<file path="config.mk">
export PLATFORM = sky130hd
export DESIGN_NAME = microc_stk_flat
export DESIGN_NICKNAME = d
export VERILOG_FILES = /design/src/rtl/microc_pkg.sv /design/src/rtl/microc_stk_if.sv /design/src/rtl/microc_retstack.sv /design/src/rtl/microc_stk.sv /design/src/flat_wrapper.sv
export SDC_FILE = /design/constraint.sdc
export NUM_CORES = 1
export LEC_CHECK = 0
export CAP_MARGIN = 20
export CELL_PAD_IN_SITES_DETAIL_PLACEMENT = 0
export CELL_PAD_IN_SITES_GLOBAL_PLACEMENT = 1
export CORE_AREA = 2 2 146 148
export DETAILED_ROUTE_END_ITERATION = 7
export DIE_AREA = 0 0 148 150
export GPL_ROUTABILITY_DRIVEN = 0
export HOLD_SLACK_MARGIN = 0.02
export PLACE_DENSITY_LB_ADDON = 0.08
export SETUP_SLACK_MARGIN = 0.15
export SYNTH_ARGS = -nofsm -noshare
export SYNTH_HDL_FRONTEND = slang
export SYNTH_SLANG_ARGS = --single-unit
</file>
<file path="constraint.sdc">
create_clock -name clk -period 6.2 [get_ports clk]
set_input_delay 1.24 -clock clk [delete_from_list [all_inputs] [get_ports clk]]
set_output_delay 1.24 -clock clk [all_outputs]
set_load 0.02 [all_outputs]
</file>
<file path="src/rtl/microc_pkg.sv">
// Shared constants for the microc_stk datapath: ALU op encodings and instruction geometry.
// Optional carry flag is enabled by defining MICROC_CARRY_EN.
package microc_pkg;

  localparam int unsigned OPC_W = 6;

  localparam logic [2:0] ALU_A    = 3'b000;
  localparam logic [2:0] ALU_NOTA = 3'b001;
  localparam logic [2:0] ALU_ADD  = 3'b010;
  localparam logic [2:0] ALU_SUB  = 3'b011;
  localparam logic [2:0] ALU_AND  = 3'b100;
  localparam logic [2:0] ALU_OR   = 3'b101;
  localparam logic [2:0] ALU_NEGA = 3'b110;
  localparam logic [2:0] ALU_NEGB = 3'b111;

  // Opcode plus three register-address fields.
  function automatic int unsigned instr_w(input int unsigned ra_w);
    return OPC_W + 3 * ra_w;
  endfunction

endpackage

</file>
<file path="src/rtl/microc_stk_if.sv">
// Control-unit <-> datapath bundle for microc_stk; carries port c when MICROC_CARRY_EN is defined.
interface microc_stk_if #(
  parameter int unsigned RA_W = 4,
  parameter int unsigned PC_W = 10
) ();
  import microc_pkg::*;

  localparam int unsigned INSTR_W = instr_w(RA_W);

  logic [INSTR_W-1:0] instr;
  logic [PC_W-1:0]    pc;
  logic [OPC_W-1:0]   opcode;
  logic               z;
  logic               s_inc;
  logic               s_inm;
  logic               we3;
  logic               wez;
  logic [2:0]         op;
  logic               push;
  logic               pop;
  logic               stk_full;
  logic               stk_empty;
  logic               stk_err;
`ifdef MICROC_CARRY_EN
  logic               c;

  modport master (output instr, s_inc, s_inm, we3, wez, op, push, pop,
                  input  pc, opcode, z, stk_full, stk_empty, stk_err, c);
  modport slave  (input  instr, s_inc, s_inm, we3, wez, op, push, pop,
                  output pc, opcode, z, stk_full, stk_empty, stk_err, c);
`else
  modport master (output instr, s_inc, s_inm, we3, wez, op, push, pop,
                  input  pc, opcode, z, stk_full, stk_empty, stk_err);
  modport slave  (input  instr, s_inc, s_inm, we3, wez, op, push, pop,
                  output pc, opcode, z, stk_full, stk_empty, stk_err);
`endif

endinterface

</file>
<file path="src/rtl/microc_retstack.sv">
// Hardware return-address LIFO; pop wins over push, misuse sets a sticky error until reset.
module microc_retstack #(
  parameter int unsigned PC_W        = 10,
  parameter int unsigned STACK_DEPTH = 4
) (
  input  logic            clk,
  input  logic            reset,
  input  logic            push,
  input  logic            pop,
  input  logic [PC_W-1:0] din,
  output logic [PC_W-1:0] top,
  output logic            full,
  output logic            empty,
  output logic            err
);

  localparam int unsigned PTR_W = $clog2(STACK_DEPTH + 1);
  localparam int unsigned IDX_W = $clog2(STACK_DEPTH);

  logic [PC_W-1:0]  mem [STACK_DEPTH];
  logic [PTR_W-1:0] ptr;

  assign full  = (ptr == PTR_W'(STACK_DEPTH));
  assign empty = (ptr == '0);
  assign top   = mem[IDX_W'(ptr - PTR_W'(1))];

  always_ff @(posedge clk) begin
    if (reset) begin
      ptr <= '0;
      err <= 1'b0;
    end else if (pop) begin
      if (empty) err <= 1'b1;
      else       ptr <= ptr - PTR_W'(1);
    end else if (push) begin
      if (full) err <= 1'b1;
      else      ptr <= ptr + PTR_W'(1);
    end
  end

  // Entry storage needs no reset; the pointer alone defines validity.
  always_ff @(posedge clk) begin
    if (!reset && push && !pop && !full)
      mem[IDX_W'(ptr)] <= din;
  end

endmodule

</file>
<file path="src/rtl/microc_stk.sv">
// Single-cycle microcontroller datapath with CALL/RET return stack.
// Define MICROC_CARRY_EN to add the carry/borrow flag c.
module microc_stk
  import microc_pkg::*;
#(
  parameter int unsigned DATA_W      = 8,
  parameter int unsigned RA_W        = 4,
  parameter int unsigned PC_W        = 10,
  parameter int unsigned STACK_DEPTH = 4
) (
  input  logic         clk,
  input  logic         reset,
  microc_stk_if.slave  bus
);

  localparam int unsigned INSTR_W = instr_w(RA_W);
  localparam int unsigned NREG    = 2 ** RA_W;

  logic [RA_W-1:0]   wa, ra1, ra2;
  logic [DATA_W-1:0] imm, rd1, rd2, alu, wd;
  logic [PC_W-1:0]   target, pc_q, pc_inc, pc_nx, stk_top;
  logic              z_q, stk_full, stk_empty, stk_err;
  logic [DATA_W-1:0] rf [NREG];

  assign wa          = bus.instr[RA_W-1:0];
  assign ra2         = bus.instr[2*RA_W-1:RA_W];
  assign ra1         = bus.instr[3*RA_W-1:2*RA_W];
  assign imm         = bus.instr[RA_W+DATA_W-1:RA_W];
  assign target      = bus.instr[PC_W-1:0];
  assign bus.opcode  = bus.instr[INSTR_W-1 -: OPC_W];

  // R0 is hardwired to zero on reads; writes to it are dropped.
  assign rd1 = (ra1 == '0) ? '0 : rf[ra1];
  assign rd2 = (ra2 == '0) ? '0 : rf[ra2];
  assign wd  = bus.s_inm ? imm : alu;

  always_ff @(posedge clk) begin
    if (bus.we3 && wa != '0)
      rf[wa] <= wd;
  end

  always_comb begin
    alu = '0;
    case (bus.op)
      ALU_A:    alu = rd1;
      ALU_NOTA: alu = ~rd1;
      ALU_ADD:  alu = rd1 + rd2;
      ALU_SUB:  alu = rd1 - rd2;
      ALU_AND:  alu = rd1 & rd2;
      ALU_OR:   alu = rd1 | rd2;
      ALU_NEGA: alu = DATA_W'(0) - rd1;
      ALU_NEGB: alu = DATA_W'(0) - rd2;
      default:  alu = '0;
    endcase
  end

  microc_retstack #(
    .PC_W        (PC_W),
    .STACK_DEPTH (STACK_DEPTH)
  ) u_retstack (
    .clk   (clk),
    .reset (reset),
    .push  (bus.push),
    .pop   (bus.pop),
    .din   (pc_inc),
    .top   (stk_top),
    .full  (stk_full),
    .empty (stk_empty),
    .err   (stk_err)
  );

  assign pc_inc = pc_q + PC_W'(1);

  // RET outranks CALL; an underflowing RET falls through to pc+1.
  always_comb begin
    pc_nx = bus.s_inc ? pc_inc : target;
    if (bus.pop)       pc_nx = stk_empty ? pc_inc : stk_top;
    else if (bus.push) pc_nx = target;
  end

  always_ff @(posedge clk) begin
    if (reset) begin
      pc_q <= '0;
      z_q  <= 1'b0;
    end else begin
      pc_q <= pc_nx;
      if (bus.wez) z_q <= (alu == '0);
    end
  end

`ifdef MICROC_CARRY_EN
  logic [DATA_W:0] sum_ext;
  logic            c_q, c_nx;

  assign sum_ext = {1'b0, rd1} + {1'b0, rd2};

  always_comb begin
    c_nx = 1'b0;
    if (bus.op == ALU_ADD)      c_nx = sum_ext[DATA_W];
    else if (bus.op == ALU_SUB) c_nx = (rd1 < rd2);
  end

  always_ff @(posedge clk) begin
    if (reset)        c_q <= 1'b0;
    else if (bus.wez) c_q <= c_nx;
  end

  assign bus.c = c_q;
`endif

  assign bus.pc        = pc_q;
  assign bus.z         = z_q;
  assign bus.stk_full  = stk_full;
  assign bus.stk_empty = stk_empty;
  assign bus.stk_err   = stk_err;

endmodule

</file>
<file path="src/flat_wrapper.sv">
// flat-port wrapper written by rule: the top's interface ports become plain ports
module microc_stk_flat import microc_pkg::*;
#(
  parameter int unsigned DATA_W      = 8,
  parameter int unsigned RA_W        = 4,
  parameter int unsigned PC_W        = 10,
  parameter int unsigned STACK_DEPTH = 4
)
  (clk, reset, bus_instr, bus_s_inc, bus_s_inm, bus_we3, bus_wez, bus_op, bus_push, bus_pop, bus_pc, bus_opcode, bus_z, bus_stk_full, bus_stk_empty, bus_stk_err);
  microc_stk_if #(.RA_W(RA_W), .PC_W(PC_W)) bus_i ();
  input  logic clk;
  input  logic reset;
  input wire logic [$bits(bus_i.instr)-1:0] bus_instr;
  input wire logic [$bits(bus_i.s_inc)-1:0] bus_s_inc;
  input wire logic [$bits(bus_i.s_inm)-1:0] bus_s_inm;
  input wire logic [$bits(bus_i.we3)-1:0] bus_we3;
  input wire logic [$bits(bus_i.wez)-1:0] bus_wez;
  input wire logic [$bits(bus_i.op)-1:0] bus_op;
  input wire logic [$bits(bus_i.push)-1:0] bus_push;
  input wire logic [$bits(bus_i.pop)-1:0] bus_pop;
  output wire logic [$bits(bus_i.pc)-1:0] bus_pc;
  output wire logic [$bits(bus_i.opcode)-1:0] bus_opcode;
  output wire logic [$bits(bus_i.z)-1:0] bus_z;
  output wire logic [$bits(bus_i.stk_full)-1:0] bus_stk_full;
  output wire logic [$bits(bus_i.stk_empty)-1:0] bus_stk_empty;
  output wire logic [$bits(bus_i.stk_err)-1:0] bus_stk_err;
  assign bus_i.instr = bus_instr;
  assign bus_i.s_inc = bus_s_inc;
  assign bus_i.s_inm = bus_s_inm;
  assign bus_i.we3 = bus_we3;
  assign bus_i.wez = bus_wez;
  assign bus_i.op = bus_op;
  assign bus_i.push = bus_push;
  assign bus_i.pop = bus_pop;
  assign bus_pc = bus_i.pc;
  assign bus_opcode = bus_i.opcode;
  assign bus_z = bus_i.z;
  assign bus_stk_full = bus_i.stk_full;
  assign bus_stk_empty = bus_i.stk_empty;
  assign bus_stk_err = bus_i.stk_err;
  microc_stk #(.DATA_W(DATA_W), .RA_W(RA_W), .PC_W(PC_W), .STACK_DEPTH(STACK_DEPTH)) u_core (.clk(clk), .reset(reset), .bus(bus_i));
endmodule
</file>
==> results.cfg <==
[synth]
syn_avg_cell_area_um2 = 13.35
async_flop_share_pct = 0
yosysSeqAreaShare_pct = 53.17
synth_edf_count = 163
synth_seq_cells = 178
synth_top_cell_area_share_pct = 50.10
ys.flop_type = edfxtp_1
synth_warnings = 0
synthCells = 732
yosys.area.top_type = edfxtp_1
synth.distinct_cells = 80
netlist_top_cells_count = 163 x edfxtp_1, 55 x nor2_1, 47 x mux2i_1
syn_area_um2 = 9771
yosysMostFrequentCell = edfxtp_1
yosys-top-cells-area = edfxtp_1 50%, mux4_2 10%, mux2i_1 4.8%, dfxtp_1 3.1%, ha_1 2.3%

[setup_path]
critPathCaptureType = flip-flop
rr_startpoint = u_core.rf[13][0]$_DFFE_PP_
timing_worst_setup_path_type = input port to flip-flop
start_kind = input port
r2r_end = u_core.rf[12][4]$_DFFE_PP_
cp.required_ps = 6280
r2r_slack_ps = 1550
cp.arrival_ps = 5700
ff2ff_path_depth = 15
path_max_fanout = 15

[floorplan]
row_count = 53
start_util_pct = 47.22
core_um2 = 20690
die_w_um = 148
pin_count = 49
die-area_um2 = 22200
die_h_um = 150

[sta]
setup_viol = 0
tns_ps = 0
finalClockSkew_ps = 11.61
tightest_slew_ps = 1072
max_freq_ghz = 0.1782
hold_violations = 0
max-slew-margin-rel_pct = 28.07
rsz0062_at_grt = false
final_max_slew_viol_count = 0
timing.final.crit_share_pct = 90.53
finalWorstSetupSlack_ps = 587.0
period_minus_slack_ps = 5613

[finish]
fin_util_pct = 54.14
nets = 838
num_antenna_cells = 0
area_growth_pct = 14.64
fillers = 1721
multi_input_comb_area_um2 = 4189
ff_latch_area_um2 = 5195
drive_gt1_share_pct = 22.42

[power_and_ir_drop]
powerDensity_nw_per_um2 = 302.1
max-vdd-ir-drop_uv = 194.3
netSwitchingPower_mw = 1.008
p_int_mw = 2.376
leakagePower_nw = 3.931
seq_power_share_pct = 42.8
power_mw = 3.384
swShare_pct = 29.78
clock_power_share_pct = 34.0
power_frac_comb_pct = 23.2

[global_route]
first_global_vias = 6462
grt_overflow_total = 0
antenna_found_initial = 0
grt_max_degree = 29
grt_usage_pct = 24.83
grt_pass1_wl_um = 40320

[min_path]
hold_path_depth = 2
hold-path-endpoint = u_core.bus.z$_SDFFE_PP0P_
hold_start = u_core.bus.z$_SDFFE_PP0P_
hp-class = flip-flop to flip-flop

[drt]
drc = 0
drtAntennaViolNets = 0
vias = 6488
dr.pass1.iters = 5
viasPerCell = 6.019
routed_wl_um = 26470
post_drt_wl_per_cell_um = 24.56
drt_iter0_drc = 517

[clocking]
cts_root_buf = clkbuf_16
cts_hold_buf = 0
cts_buffer_depth = 2
ctsHtreeMaxLevel = 4
clk_latency_ps = 440
cts_resized = 0
cts_setup_buffers = 0
clkSinkCount = 178
cts_tree = yes
clkTransAtPathRegs_ps = 70
numCtsBuffers = 17

[run]
cap_viol_max_count = 0

[placed_design]
dp_hpwl_um = 18690
io_buffers = 36
pre_cts_ws_ps = 175.6

[run_status]
status = completed
[through the flow]
step | std cells | hold slack (ps) | area, µm²
floorplan | 734 | 484.0 | 9778
global placement | 1042 | 479.3 | 10530
detailed placement | 1045 | 468.0 | 10550
CTS | 1077 | 485.9 | 11190
global route | 1078 | 541.5 | 11200
finish | 1078 | 491.1 | 11200
[flip-flops by register name, summed over array words and instances, names as in the netlist]
name,count
u_core.bus.pc,10
u_core.u_retstack.err,1
u_core.u_retstack.ptr,3
u_core.bus.z,1
u_core.u_retstack.mem,40
u_core.rf,123
[power groups by stage]
stage / Combinational, mW / Sequential [mW] / Clock [mW]
2_1_floorplan: 0.543 / 1.47 / 0
3_3_place_gp: 0.774 / 1.47 / 0
3_5_place_dp: 0.779 / 1.48 / 0
4_1_cts: 0.786 / 1.45 / 1.17
5_1_grt: 0.856 / 1.46 / 1.22
6_report: 0.786 / 1.45 / 1.15
[how the worst max path moves through the flow]
stage / start / to / slack [ps] / cells after the start
2_1_floorplan: bus_instr[4] / u_core.rf[0][6]$_DFFE_PP_ / 990 / 17
3_3_place_gp: bus_instr[6] / u_core.rf[13][4]$_DFFE_PP_ / 210 / 15
3_5_place_dp: bus_instr[6] / u_core.rf[15][4]$_DFFE_PP_ / 180 / 16
4_1_cts: bus_instr[6] / u_core.rf[12][4]$_DFFE_PP_ / 600 / 16
5_1_grt: bus_instr[6] / u_core.rf[5][5]$_DFFE_PP_ / 240 / 20
6_report: bus_instr[6] / u_core.rf[12][4]$_DFFE_PP_ / 590 / 15
[worst max-delay path, cell delays in order]
cell             delay, ps
clkdlybuf4s50_1        660
buf_4                  250
mux2_2                 350
o22ai_1                220
o32a_1                 360
and3_4                 270
nor2_1                  60
xnor2_1                130
ha_1                   310
o21ai_0                120
a21boi_0               170
o31a_1                 310
a211o_1                290
o31a_1                 120
o21ai_1                830
[placed cells by master, fill, tap and decap left out, types with 4 or more instances in the layout]
cell	Yosys	layout
nand2_1	37	37
dfxtp_1	15	15
buf_4	11	51
buf_2	15	4
a211oi_1	15	15
and3_1	5	5
xor2_1	9	9
mux2i_1	47	47
mux4_2	45	45
inv_1	19	19
ha_1	18	18
inv_8	0	6
a31oi_1	4	4
o21ai_0	20	20
and2_1	7	7
nor3_1	9	9
nand3_1	17	17
o22ai_1	5	5
clkdlybuf4s50_1	0	32
o211ai_1	6	6
o31a_1	4	4
clkbuf_16	0	17
nand2b_1	7	7
nor2_1	55	55
o21ai_1	8	8
xnor2_1	13	13
nor2b_1	21	21
edfxtp_1	163	163
nand3b_1	6	6
mux2_2	19	19
a21oi_1	32	32
[per-layer routing]
layer | global-route usage [%] | vias to the layer above | share of wire (%)
met5 | 0 | - | 0
met4 | 8.476 | 0 | 2.8
met3 | 3.902 | 50 | 4.6
met2 | 41.18 | 198 | 49
met1 | 33.55 | 3279 | 43
li1 | - | 2961 | -
[final cells by class]
type | count | area share (%)
Timing Repair Buffer | 89 | 6.769
Multi-Input combinational cell | 483 | 37.40
Clock buffer | 17 | 3.798
Tap cell | 275 | 3.072
Clock inverter | 15 | 1.877
Inverter | 21 | 0.7038
Sequential cell | 178 | 46.38
[cell families (layout without fill, tap and decap cells)]
kind of cell	Yosys count	count (layout)	share of synthesized area [%]
other	1	3	0.03838
buffers and inverters	73	142	4.034
AOI/OAI and AO/OA	147	147	11.09
DFF	178	178	53.17
and+or+nand+nor	178	178	9.156
xor gates and xnor gates	22	22	1.972
adders and majority gates	19	19	2.510
muxes	114	114	18.03
Power figures use the tool's default switching activity.
